===== config.mk =====
export PLATFORM = sky130hd
export DESIGN_NAME = mux4_rr_sched_flat
export DESIGN_NICKNAME = d
export VERILOG_FILES = /design/src/rtl/mux4_pkg.sv /design/src/rtl/mux4_rr_sched_if.sv /design/src/rtl/mux4_rr_sched_rr_pick4.sv /design/src/rtl/mux4_rr_sched.sv /design/src/flat_wrapper.sv
export SDC_FILE = /design/constraint.sdc
export NUM_CORES = 1
export LEC_CHECK = 0
export ABC_AREA = 1
export ABC_CLOCK_PERIOD_IN_PS = 1920
export CAP_MARGIN = 20
export CORE_ASPECT_RATIO = 0.9
export CORE_UTILIZATION = 54
export CTS_CLUSTER_DIAMETER = 100
export CTS_CLUSTER_SIZE = 20
export DETAILED_ROUTE_END_ITERATION = 8
export PLACE_DENSITY_LB_ADDON = 0.12
export SLEW_MARGIN = 0
export SYNTH_ARGS = -nofsm -noshare
export SYNTH_HDL_FRONTEND = slang
export SYNTH_SLANG_ARGS = --single-unit

===== constraint.sdc =====
create_clock -name clk -period 1.92 [get_ports clk]
set_input_delay 0.288 -clock clk [delete_from_list [all_inputs] [get_ports clk]]
set_output_delay 0.288 -clock clk [all_outputs]
set_load 0.005 [all_outputs]

===== src/rtl/mux4_pkg.sv =====
// Shared types and constants for the mux4_rr_sched round-robin display scheduler.
//   state_e  : scheduler FSM states (idle arbitration / grant hold)
//   chan_t   : 2-bit channel index (0=A .. 3=D)
//   SEG_*    : 7-segment codes for channel digits and the idle dash
package mux4_pkg;

  typedef enum logic [0:0] {
    StIdle = 1'b0,
    StHold = 1'b1
  } state_e;

  typedef logic [1:0] chan_t;

  localparam logic [6:0] SEG_0    = 7'b0111111;
  localparam logic [6:0] SEG_1    = 7'b0000110;
  localparam logic [6:0] SEG_2    = 7'b1011011;
  localparam logic [6:0] SEG_3    = 7'b1001111;
  localparam logic [6:0] SEG_DASH = 7'b1000000;

  // Digit shown while a channel holds the selector.
  function automatic logic [6:0] seg_code(chan_t ch);
    logic [6:0] code;
    unique case (ch)
      2'd0:    code = SEG_0;
      2'd1:    code = SEG_1;
      2'd2:    code = SEG_2;
      default: code = SEG_3;
    endcase
    return code;
  endfunction

  function automatic logic [3:0] onehot4(chan_t ch);
    return 4'b0001 << ch;
  endfunction

endpackage


===== src/rtl/mux4_rr_sched_if.sv =====
// Bundle of request/data inputs and grant/display outputs of mux4_rr_sched.
//   req      : per-channel request, bit0=A .. bit3=D
//   A..D     : 2-bit channel data
//   sel      : granted channel index (held when idle)
//   grant    : one-hot grant, zero when idle
//   dataout  : registered data of the granted channel
//   valid    : dataout carries granted data
//   done     : one-cycle pulse on the channel whose grant just ended
//   ds       : display digit enable (tied low)
//   seg7     : segment code of the granted index, dash when idle
// master: the side driving requests/data; slave: the scheduler.
interface mux4_rr_sched_if;
  import mux4_pkg::*;

  logic [3:0] req;
  logic [1:0] A;
  logic [1:0] B;
  logic [1:0] C;
  logic [1:0] D;
  chan_t      sel;
  logic [3:0] grant;
  logic [1:0] dataout;
  logic       valid;
  logic [3:0] done;
  logic       ds;
  logic [6:0] seg7;

  modport master (
    output req, A, B, C, D,
    input  sel, grant, dataout, valid, done, ds, seg7
  );

  modport slave (
    input  req, A, B, C, D,
    output sel, grant, dataout, valid, done, ds, seg7
  );

endinterface


===== src/rtl/mux4_rr_sched_rr_pick4.sv =====
// Combinational round-robin picker for four requesters.
//   req_i  : request vector
//   last_i : most recently granted channel
//   pick_o : first requester found scanning last+1, last+2, ... modulo 4
//   any_o  : at least one request is present
module rr_pick4
  import mux4_pkg::*;
(
  input  logic [3:0] req_i,
  input  chan_t      last_i,
  output chan_t      pick_o,
  output logic       any_o
);

  chan_t cand;
  logic  found;

  always_comb begin
    pick_o = last_i;
    found  = 1'b0;
    cand   = last_i;
    // k=4 wraps back to last_i itself, so a sole requester can be re-granted.
    for (int k = 1; k <= 4; k++) begin
      cand = last_i + chan_t'(k);
      if (!found && req_i[cand]) begin
        pick_o = cand;
        found  = 1'b1;
      end
    end
  end

  assign any_o = |req_i;

endmodule


===== src/rtl/mux4_rr_sched.sv =====
// Round-robin scheduler sharing a 4:1 two-bit selector/display path.
// Each requesting channel holds the selector for up to DWELL cycles (less if it
// drops its request), followed by at least one idle cycle before the next grant.
//   clk  : system clock, rising edge
//   rst  : asynchronous active-high reset
//   bus  : request/data inputs and registered grant/data/display outputs
module mux4_rr_sched
  import mux4_pkg::*;
#(
  parameter int unsigned DWELL = 8,
  parameter int unsigned CNT_W = 16
) (
  input logic            clk,
  input logic            rst,
  mux4_rr_sched_if.slave bus
);

  localparam logic [CNT_W-1:0] CntLoad = CNT_W'(DWELL - 1);

  state_e           state_q, state_d;
  logic [3:0]       grant_q, grant_d;
  chan_t            sel_q, sel_d;
  chan_t            last_q, last_d;
  logic [CNT_W-1:0] cnt_q, cnt_d;
  logic [1:0]       dataout_q, dataout_d;
  logic             valid_q, valid_d;
  logic [3:0]       done_q, done_d;
  logic [6:0]       seg7_q, seg7_d;

  logic [1:0] din [4];
  chan_t      pick;
  logic       any;

  assign din[0] = bus.A;
  assign din[1] = bus.B;
  assign din[2] = bus.C;
  assign din[3] = bus.D;

  rr_pick4 u_pick (
    .req_i  (bus.req),
    .last_i (last_q),
    .pick_o (pick),
    .any_o  (any)
  );

  always_comb begin
    state_d   = state_q;
    grant_d   = grant_q;
    sel_d     = sel_q;
    last_d    = last_q;
    cnt_d     = cnt_q;
    dataout_d = dataout_q;
    valid_d   = valid_q;
    seg7_d    = seg7_q;
    done_d    = 4'b0000;

    unique case (state_q)
      StIdle: begin
        // Pointer only moves here, on an actual grant.
        if (any) begin
          state_d   = StHold;
          grant_d   = onehot4(pick);
          sel_d     = pick;
          last_d    = pick;
          cnt_d     = CntLoad;
          valid_d   = 1'b1;
          dataout_d = din[pick];
          seg7_d    = seg_code(pick);
        end
      end
      StHold: begin
        // Early release and expiry share one release path; sel/last are kept.
        if ((cnt_q == '0) || !bus.req[sel_q]) begin
          state_d   = StIdle;
          grant_d   = 4'b0000;
          valid_d   = 1'b0;
          dataout_d = 2'b00;
          seg7_d    = SEG_DASH;
          done_d    = onehot4(sel_q);
        end else begin
          cnt_d     = cnt_q - 1'b1;
          dataout_d = din[sel_q];
        end
      end
      default: state_d = StIdle;
    endcase
  end

  always_ff @(posedge clk or posedge rst) begin
    if (rst) begin
      state_q   <= StIdle;
      grant_q   <= 4'b0000;
      sel_q     <= 2'd0;
      last_q    <= 2'd3;
      cnt_q     <= '0;
      dataout_q <= 2'b00;
      valid_q   <= 1'b0;
      done_q    <= 4'b0000;
      seg7_q    <= SEG_DASH;
    end else begin
      state_q   <= state_d;
      grant_q   <= grant_d;
      sel_q     <= sel_d;
      last_q    <= last_d;
      cnt_q     <= cnt_d;
      dataout_q <= dataout_d;
      valid_q   <= valid_d;
      done_q    <= done_d;
      seg7_q    <= seg7_d;
    end
  end

  assign bus.sel     = sel_q;
  assign bus.grant   = grant_q;
  assign bus.dataout = dataout_q;
  assign bus.valid   = valid_q;
  assign bus.done    = done_q;
  assign bus.seg7    = seg7_q;
  assign bus.ds      = 1'b0;

endmodule


===== src/flat_wrapper.sv =====
// flat-port wrapper written by rule: the top's interface ports become plain ports
module mux4_rr_sched_flat import mux4_pkg::*;
#(
  parameter int unsigned DWELL = 8,
  parameter int unsigned CNT_W = 16
)
  (clk, rst, bus_req, bus_A, bus_B, bus_C, bus_D, bus_sel, bus_grant, bus_dataout, bus_valid, bus_done, bus_ds, bus_seg7);
  mux4_rr_sched_if bus_i ();
  input logic clk;
  input logic rst;
  input wire logic [$bits(bus_i.req)-1:0] bus_req;
  input wire logic [$bits(bus_i.A)-1:0] bus_A;
  input wire logic [$bits(bus_i.B)-1:0] bus_B;
  input wire logic [$bits(bus_i.C)-1:0] bus_C;
  input wire logic [$bits(bus_i.D)-1:0] bus_D;
  output wire logic [$bits(bus_i.sel)-1:0] bus_sel;
  output wire logic [$bits(bus_i.grant)-1:0] bus_grant;
  output wire logic [$bits(bus_i.dataout)-1:0] bus_dataout;
  output wire logic [$bits(bus_i.valid)-1:0] bus_valid;
  output wire logic [$bits(bus_i.done)-1:0] bus_done;
  output wire logic [$bits(bus_i.ds)-1:0] bus_ds;
  output wire logic [$bits(bus_i.seg7)-1:0] bus_seg7;
  assign bus_i.req = bus_req;
  assign bus_i.A = bus_A;
  assign bus_i.B = bus_B;
  assign bus_i.C = bus_C;
  assign bus_i.D = bus_D;
  assign bus_sel = bus_i.sel;
  assign bus_grant = bus_i.grant;
  assign bus_dataout = bus_i.dataout;
  assign bus_valid = bus_i.valid;
  assign bus_done = bus_i.done;
  assign bus_ds = bus_i.ds;
  assign bus_seg7 = bus_i.seg7;
  mux4_rr_sched #(.DWELL(DWELL), .CNT_W(CNT_W)) u_core (.clk(clk), .rst(rst), .bus(bus_i));
endmodule

==> flow_summary.ini <==
[flow_run]
drv_cap = 0

[critical_path]
start_kind = flop
crit_top_cell = nand2_4
worstPathMaxFanout = 6
cp-endpoint = u_core.bus.dataout[0]
crit_start = u_core.last_q[0]
max_stage_delay_ns = 0.69
path_buf_inv = 2
rr_worst_depth = 13
worstPathRequired_ns = 2.14
worstPathCellList = buf_6 -> nand2_2 -> nand2_4 -> nand2_2 -> nand2_4 -> inv_6 -> nand2_4 -> nand2_4 -> nand2_4 -> nand2_2 -> nand3_2 -> nand3_2 -> a21oi_2
path_class = flop to flop
crit_arrival_ns = 2.08
reg2reg_to = u_core.bus.dataout[0]
cp_slowest_cell = dfstp_4
r2r-start = u_core.last_q[0]
r2r_setup_slack_ns = 0.06
crit_path_end_kind = flop
critPathTopFamily = simple AND/OR/NAND/NOR gates
path_depth = 13

[grt]
use_met2_pct = 36.3
grt_util_met3_pct = 6.24
gr-usage-met1_pct = 34.9
grt_util_all_layers_pct = 24.4
antenna_found_initial = 0
grt_max_degree = 37
overflow = 0
grt_pass1_vias = 1845
grt_pass1_wl_mm = 8.52
busiest_layer = met2

[synthesis]
yosys-top-cells-area = dfrtp_1, nand2_1, nand3_1
syn_nets = 303
synthSimpleGateAreaFrac_pct = 36.9
synth_adder_area_share_pct = 1.11
synth-compound-area-share_pct = 11.0
syn_inst = 287
synth_top_area_cell = dfrtp_1
synth_top_family_by_area = simple AND/OR/NAND/NOR gates
synth_cell_types = 38
synth.area.mux_share_pct = 0
synth_seq_cells = 36
ys_seq_area_share_pct = 40.0
ys_async_sr_fraction_pct = 100
synth_area_per_cell_um2 = 7.88
synth-edff-count = 0
synth_xor_area_share_pct = 1.94
syn_area_um2 = 2260
synth_top_area_share_pct = 36.5
synth_ff_type = dfrtp_1
yosys_warnings = 0

[die]
die_h_um = 63.4
initial_core_util_pct = 58.5
row_count = 21
die-area_um2 = 4450
io_pins = 35
core_area_um2 = 3860
die_w_um = 70.2

[clocking]
insertion_delay_ns = 0.30
hold_buffers = 0
cts_tree = yes
cts.sinks = 36
numCtsBuffers = 5
cts_root_buf = clkbuf_8
h-tree-depth = 2
path_clk_slew_ns = 0.08
cts_max_path_buffers = 2

[layout]
post-route-util_pct = 72.8
layout_common_cells = nand2_1, clkdlybuf4s50_1, dfrtp_1, nor2_1, inv_1
area_growth_pct = 24.4
n_antenna_cell = 0
final_common_cell = nand2_1
fin_nets = 347
drive_above_1_share_pct = 23.9

[timing]
setup_viol = 0
finalMaxSlewViolations = 0
setup_tns_ns = 0
finalCritPeriodShare_pct = 96.7
setup_ws_ns = 0.0641
max_freq_mhz = 539
skew_ns = 0.0116
fin_crit_ns = 1.86
hold_violations = 0

[place]
io_buffers = 33
pre_cts_ws_ns = -0.0196
gp_congestion = 0.944
dp_hpwl_mm = 3.67

[power_and_ir_drop]
powerDensity_nw_per_um2 = 1810
vdd.ir_drop.worst_mv = 1.51
p_leak_uw = 0.00132

[routing]
wl_per_cell_um = 13.5
via_count = 2041
drc = 0
ant_nets = 0
first_pass_iters = 4
drt_wl_total_mm = 5.08
viasPerCell = 5.41
drt_iter0_markers = 83

[run_status]
status = complete, no violations

[worst_hold_path]
hp-class = input port to async pin
[through the flow]
step	area (um^2)	instances	total power, uW	hold slack (ns)
2_1_floorplan	2260	287	3420	0.453
3_3_place_gp	2650	366	4200	0.476
3_5_place_dp	2650	366	4220	0.469
4_1_cts	2740	373	4840	0.415
5_1_grt	2810	377	5470	0.460
6_report	2810	377	5080	0.393
[worst min-delay path: cells and delay by family]
family | cells | cell delay, ns
buffers and inverters | 3 | 0.84
[layout make-up]
| type | instances | area [um^2] |
|---|---|---|
| clock buffers | 7 | 96.3 |
| repair buffers | 45 | 424 |
| well taps | 46 | 57.6 |
| fillers | 306 | 1050 |
| multi-input cells | 209 | 1190 |
| inverters | 34 | 140 |
| flip-flops and latches | 36 | 908 |
[registers in the layout, indices dropped and copies added (netlist names)]
name,flops
u_core.cnt_q,16
u_core.bus.seg7,5
u_core.last_q,2
u_core.bus.sel,2
u_core.bus.grant,4
u_core.state_q,1
u_core.bus.done,4
u_core.bus.dataout,2
[logic make-up (layout without fill, tap and decap cells)]
| group | Yosys count | count (layout) |
|---|---|---|
| simple gates | 159 | 159 |
| compound gates | 42 | 42 |
| buf+inv | 42 | 86 |
| flops | 36 | 36 |
| xor+xnor | 5 | 5 |
| fa+ha+maj | 2 | 2 |
| other cells | 1 | 1 |
[power breakdown]
part           total [uW]  leakage (uW)  switching (uW)  internal (uW)
combinational        3200      0.000808            1900           1300
clock                 591     0.0000503             271            320
sequential           1290      0.000460             249           1040
total                5080       0.00132            2420           2670
[how the worst min path moves through the flow]
stage / startpoint / endpoint / slack [ns] / cells past startpoint
after floorplan: rst / u_core.bus.dataout[0] / 0.45 / 1
after global placement: u_core.bus.seg7[4] / u_core.bus.seg7[4] / 0.48 / 2
after detailed placement: u_core.bus.grant[2] / u_core.bus.grant[2] / 0.47 / 2
after CTS: rst / u_core.cnt_q[6] / 0.41 / 3
after global routing: rst / u_core.cnt_q[10] / 0.46 / 3
final: rst / u_core.cnt_q[6] / 0.39 / 3
[repair_timing]
action / 4_1_cts / 5_1_grt
buffers inserted: 0 / 4
setup endpoints to repair: 0 / 11
resized for setup: 0 / 14
[synth_stat cells (2+ instances only)]
master	n
o21ai_0	10
dfrtp_1	33
inv_2	9
nand3_1	21
nand4_1	2
nand2_2	14
nand3_2	5
nor2_1	28
nand3b_1	2
buf_6	2
ha_1	2
a21oi_1	10
buf_4	4
inv_1	23
xor2_1	5
dfstp_2	3
nand3_4	3
buf_2	2
o22ai_2	2
nor2_2	4
nand2_1	64
a21oi_2	2
nor3_1	6
nand2_4	6
o21ai_1	12
[layer usage]
layer	part of all wire, %	vias to the layer above
li1	-	1014
met1	48	959
met2	45	60
met3	5.1	8
met4	1.4	0
met5	0	-
Power figures use the tool's default switching activity.
